**config.mk**
```make
export PLATFORM = sky130hd
export DESIGN_NAME = systolic_row_drain
export DESIGN_NICKNAME = d
export VERILOG_FILES = /design/src/rtl/systolic_row_drain.sv
export SDC_FILE = /design/constraint.sdc
export NUM_CORES = 1
export LEC_CHECK = 0
export ABC_AREA = 1
export CAP_MARGIN = 40
export CORE_MARGIN = 4
export CORE_UTILIZATION = 34
export DETAILED_ROUTE_END_ITERATION = 10
export PLACE_DENSITY = 0.61
export SYNTH_ARGS = -nofsm -noshare
export SYNTH_HDL_FRONTEND = slang
export SYNTH_SLANG_ARGS = --single-unit
```
**constraint.sdc**
```tcl
create_clock -name clk -period 1.6 [get_ports clk]
set_input_delay 0.32 -clock clk [delete_from_list [all_inputs] [get_ports clk]]
set_output_delay 0.32 -clock clk [all_outputs]
set_load 0.01 [all_outputs]
```
**src/rtl/systolic_row_drain.sv**
```systemverilog
// Row drain unit: captures one row of N_COLS PE result bytes and streams them out in column order.
// Optional macro ROW_DRAIN_BACK2BACK_EN lets a new row load on the final-byte handshake edge without a bubble.
module systolic_row_drain #(
    parameter int DATA_W = 8,
    parameter int N_COLS = 4,
    parameter int IDX_W  = $clog2(N_COLS)
) (
    input  logic                     clk,
    input  logic                     reset,
    input  logic                     load,
    input  logic [N_COLS*DATA_W-1:0] row_in,
    output logic [DATA_W-1:0]        out_data,
    output logic                     out_valid,
    input  logic                     out_ready,
    output logic                     out_last,
    output logic [IDX_W-1:0]         out_index,
    output logic                     busy,
    output logic                     load_err
);

    // Stream handshake: a byte transfers on a rising edge where out_valid and out_ready are both 1;
    // out_valid never drops without that transfer of the last byte, and all outputs hold while out_ready=0.

    typedef enum logic {
        ST_IDLE  = 1'b0,
        ST_DRAIN = 1'b1
    } state_t;

    state_t              state_q, state_d;
    logic [DATA_W-1:0]   buf_q [N_COLS];
    logic [IDX_W-1:0]    idx_q, idx_d;
    logic                load_err_q, load_err_d;
    logic                capture;
    logic                at_last;
    logic                hs;
    logic                last_hs;

    assign at_last = (idx_q == IDX_W'(N_COLS - 1));
    assign hs      = (state_q == ST_DRAIN) && out_ready;
    assign last_hs = hs && at_last;

    // State register
    always_ff @(posedge clk or posedge reset) begin
        if (reset) begin
            state_q    <= ST_IDLE;
            idx_q      <= '0;
            load_err_q <= 1'b0;
            for (int k = 0; k < N_COLS; k++) begin
                buf_q[k] <= '0;
            end
        end else begin
            state_q    <= state_d;
            idx_q      <= idx_d;
            load_err_q <= load_err_d;
            if (capture) begin
                for (int k = 0; k < N_COLS; k++) begin
                    buf_q[k] <= row_in[k*DATA_W +: DATA_W];
                end
            end
        end
    end

    // Next-state logic
    always_comb begin
        state_d    = state_q;
        idx_d      = idx_q;
        capture    = 1'b0;
        load_err_d = 1'b0;
        case (state_q)
            ST_IDLE: begin
                if (load) begin
                    capture = 1'b1;
                    idx_d   = '0;
                    state_d = ST_DRAIN;
                end
            end
            ST_DRAIN: begin
                if (last_hs) begin
                    idx_d = '0;
`ifdef ROW_DRAIN_BACK2BACK_EN
                    if (load) begin
                        capture = 1'b1;
                    end else begin
                        state_d = ST_IDLE;
                    end
`else
                    state_d    = ST_IDLE;
                    load_err_d = load;
`endif
                end else begin
                    if (hs) begin
                        idx_d = idx_q + IDX_W'(1);
                    end
                    load_err_d = load;
                end
            end
            default: begin
                state_d = ST_IDLE;
                idx_d   = '0;
            end
        endcase
    end

    // Output logic
    always_comb begin
        out_valid = (state_q == ST_DRAIN);
        busy      = (state_q == ST_DRAIN);
        out_data  = '0;
        out_last  = 1'b0;
        out_index = '0;
        load_err  = load_err_q;
        if (state_q == ST_DRAIN) begin
            out_data  = buf_q[idx_q];
            out_last  = at_last;
            out_index = idx_q;
        end
    end

endmodule

```
==> impl_results.md <==
- Power Density: 1750 mW/mm2
- Sequential power share: 31.5%
- WL/cell: 12.9 um
- Post-CTS Hold Buffers: 0
- Die height: 82.9 um
- R2r setup slk: 0.35 ns
- Initial antenna violation count: 0
- Mapped Area: 0.00191 mm2
- Critical Path RT: roughly 1.3 ns
- Ant. Diodes: 0
- Period utilization: 104%
- Max Cap Violations: 0
- Number of port buffers: 49
- Core area: 0.00527 mm2
- Sw frac: 41.7%
- CP Max Fanout: 6
- FF+latch area: 902 um2
- Drt pass-1 iters: 4
- # DRC: 0
- Reg2Reg Launch Point: busy
- Synth cell count leaders: 39 x nand2_1, 38 x inv_1, 36 x dfrtp_1
- DR iter-0 viols: 57
- Logic pwr share: a little under three fifths
- R2R Path End: buf_q[18]
- HP Class: in2async
- Clock Latency Late Sink: 0.28 ns
- Util after Layout: 50.1%
- Synth Register Bits: 36
- Setup Viol. Count Final: 9
- GRT Residual Overflow: 0
- Setup slack after layout: -0.0571 ns
- Die footprint: 0.00687 mm2
- Hpwl dp: roughly 3200 um
- Synth top area cells: dfrtp_1 47%, a21oi_2 15%, nand2_1 7.7%
- Number of synthesized flops with an enable pin: 0
- Critical path arrival: 1.34 ns
- Most common cell in the netlist: nand2_1
- CTS tree: yes
- CTS clock-pin slew for the worst setup and hold paths: around 0.070 ns
- P_int: about 0.0027 W
- Share of cells above drive strength 1: a little over a third
- Filler Cell Count: roughly 530
- Syn Area/Cell: ~8.5 um2
- CTS Buf Count: 5
- Syn. warnings: 0
- Final non-filler cell total: 350
- Post-synth net total: 261
- Initial core utilization: 36.2%
- Total clock sinks: 36
- Fin. max-slew vios: 0
- IO Pins: 50
- Critical Path Sink Type: output port
- Status: complete, but fails checks
- CTS Root Cell: clkbuf_8
- Dpl cells: roughly 340
- Gpl congestion: 0.739
- Hold Vio Cnt, Final: 0
- Die Width: 82.9 um
- Area after DPL: 0.00248 mm2
- CP Launch Type: register
- Largest net degree at the start of global routing: 38
- Commonest register cell after synthesis: dfrtp_1
- Worst vdd ir: just over 0.0007 V
- Routed Antenna Nets: 0
- Row Count: 26
- Setup CP Type: reg2out
- H-tree Lvls: 2
- Sequential-to-total area share from yosys stat: between 40 and 50%
- Synth area leader: dfrtp_1
- Failing checks: negative setup slack
- Async set or reset register ratio after synthesis: between 90% and 100%
- Final hold slack: 0.377 ns
- Worst slack, placed: -0.172 ns
- Top-area cell type share of the netlist area: 47.3%
- Clock Power Share: 13.1%
- Period minus WS final: 1.66 ns
- Multi-input gate area: 836 um2
- Vias: ~1600
- Synthesized instance count: about 220
- Drt total wl: 4520 um
- Clk_skew: 0.00588 ns
- Unique masters post-synth: 19
- Vias per std cell: 4.45
- Slew headroom: about 83%
- F_max: 603 MHz
- Worst Tran Pin Value: 0.256 ns
- GRT Util Overall: 13.6%
- Final Instance Area: ~0.0026 mm2
- RSZ-0062 raised after global routing: yes
- FF-to-FF path depth: 6
- Net Sw Power: around 0.0019 W
- Layout area overhead: 38.5%
- First-pass GRT wire length: 7570 um
- Vias in the first global route: 1530
- Leakage power: 1.29 nW
- Clk buf depth: 2
- Layout Nets: 317
[critical path, cell delays in order, from the launching register on]
cell and delay (ns):
dfrtp_2 0.46, buf_6 0.16, nand2_2 0.08, nand3_2 0.08
a21oi_2 0.14, buf_2 0.14
[cell families (layout without fill, tap and decap cells)]
kind of cell	after synthesis	in the layout	synth area share, %
AND/OR/NAND/NOR	90	90	20.3
buffers and inverters	54	110	14.2
AO/OA/AOI/OAI	43	43	17.6
flip-flops	36	36	47.3
adder cells (fa/ha/maj)	1	1	0.656
[repair_timing]
action,CTS,global route
resized for setup,22,55
cloned,0,1
buffers inserted,1,0
setup endpoints to repair,13,9
pin swaps,0,13
[through the flow]
| step | total power (W) | setup TNS, ns |
|---|---|---|
| after floorplan | 0.00302 | 0 |
| after global placement | 0.00390 | -1.17 |
| after detailed placement | 0.00394 | -1.21 |
| after CTS | 0.00444 | -1.43 |
| after global routing | 0.00499 | -0.821 |
| final | 0.00463 | -0.281 |
[per-layer routing]
layer  track usage [%]  part of all wire, %  up-vias
met1              18.6                   47      724
li1                  -                    -      792
met5                 0                    0        -
met3              5.35                  6.3        4
met4              4.01                  1.1        0
met2              19.8                   46       38
[cells in the final DEF (no fill, tap or decap)]
| cell | n |
|---|---|
| a21oi_2 | 39 |
| inv_1 | 38 |
| clkdlybuf4s50_1 | 36 |
| dfrtp_1 | 35 |
| nand2_1 | 30 |
| nor2_1 | 25 |
| nand3_2 | 9 |
| nand3_1 | 8 |
| nand2_2 | 8 |
| buf_2 | 8 |
| nor2_2 | 7 |
| buf_4 | 7 |
| clkbuf_8 | 5 |
| buf_6 | 4 |
| o21ai_0 | 3 |
| dlygate4sd2_1 | 3 |
| nand2_4 | 2 |
| clkbuf_2 | 2 |
| buf_12 | 2 |
| clkinv_1 | 1 |
| inv_6 | 1 |
| inv_4 | 1 |
| a21oi_1 | 1 |
| nand4_1 | 1 |
| ha_2 | 1 |
| clkinv_2 | 1 |
| clkbuf_1 | 1 |
| dfrtp_2 | 1 |
[state kept, by name, summed over array words and instances (netlist names)]
register / count
buf_q: 32
idx_q: 2
busy: 1
load_err: 1
[power groups by stage]
stage / clock network, W / registers (W) / logic [W]
floorplan: 0 / 0.00143 / 0.00159
global placement: 0 / 0.00145 / 0.00245
detailed placement: 0 / 0.00146 / 0.00248
CTS: 0.000623 / 0.00144 / 0.00238
global route: 0.000661 / 0.00149 / 0.00283
finish: 0.000607 / 0.00146 / 0.00256
[worst max-delay path by stage]
stage | startpoint | end | depth (start not counted)
after floorplan | idx_q[0] | out_data[6] | 5
after global placement | idx_q[0] | out_data[6] | 5
after detailed placement | idx_q[0] | out_data[3] | 5
after CTS | idx_q[0] | out_data[0] | 5
after global routing | idx_q[0] | out_data[0] | 5
final | idx_q[0] | out_data[3] | 5
[cell type report]
type / count / area share, %
inverter: 41 / 6.12
clock inverter: 1 / 0.190
multi-input combinational: 134 / 31.7
tap: 70 / 3.32
timing repair buffer: 62 / 21.8
clock buffer: 6 / 2.75
sequential: 36 / 34.2
No activity file was read; power rests on OpenSTA's default activity.
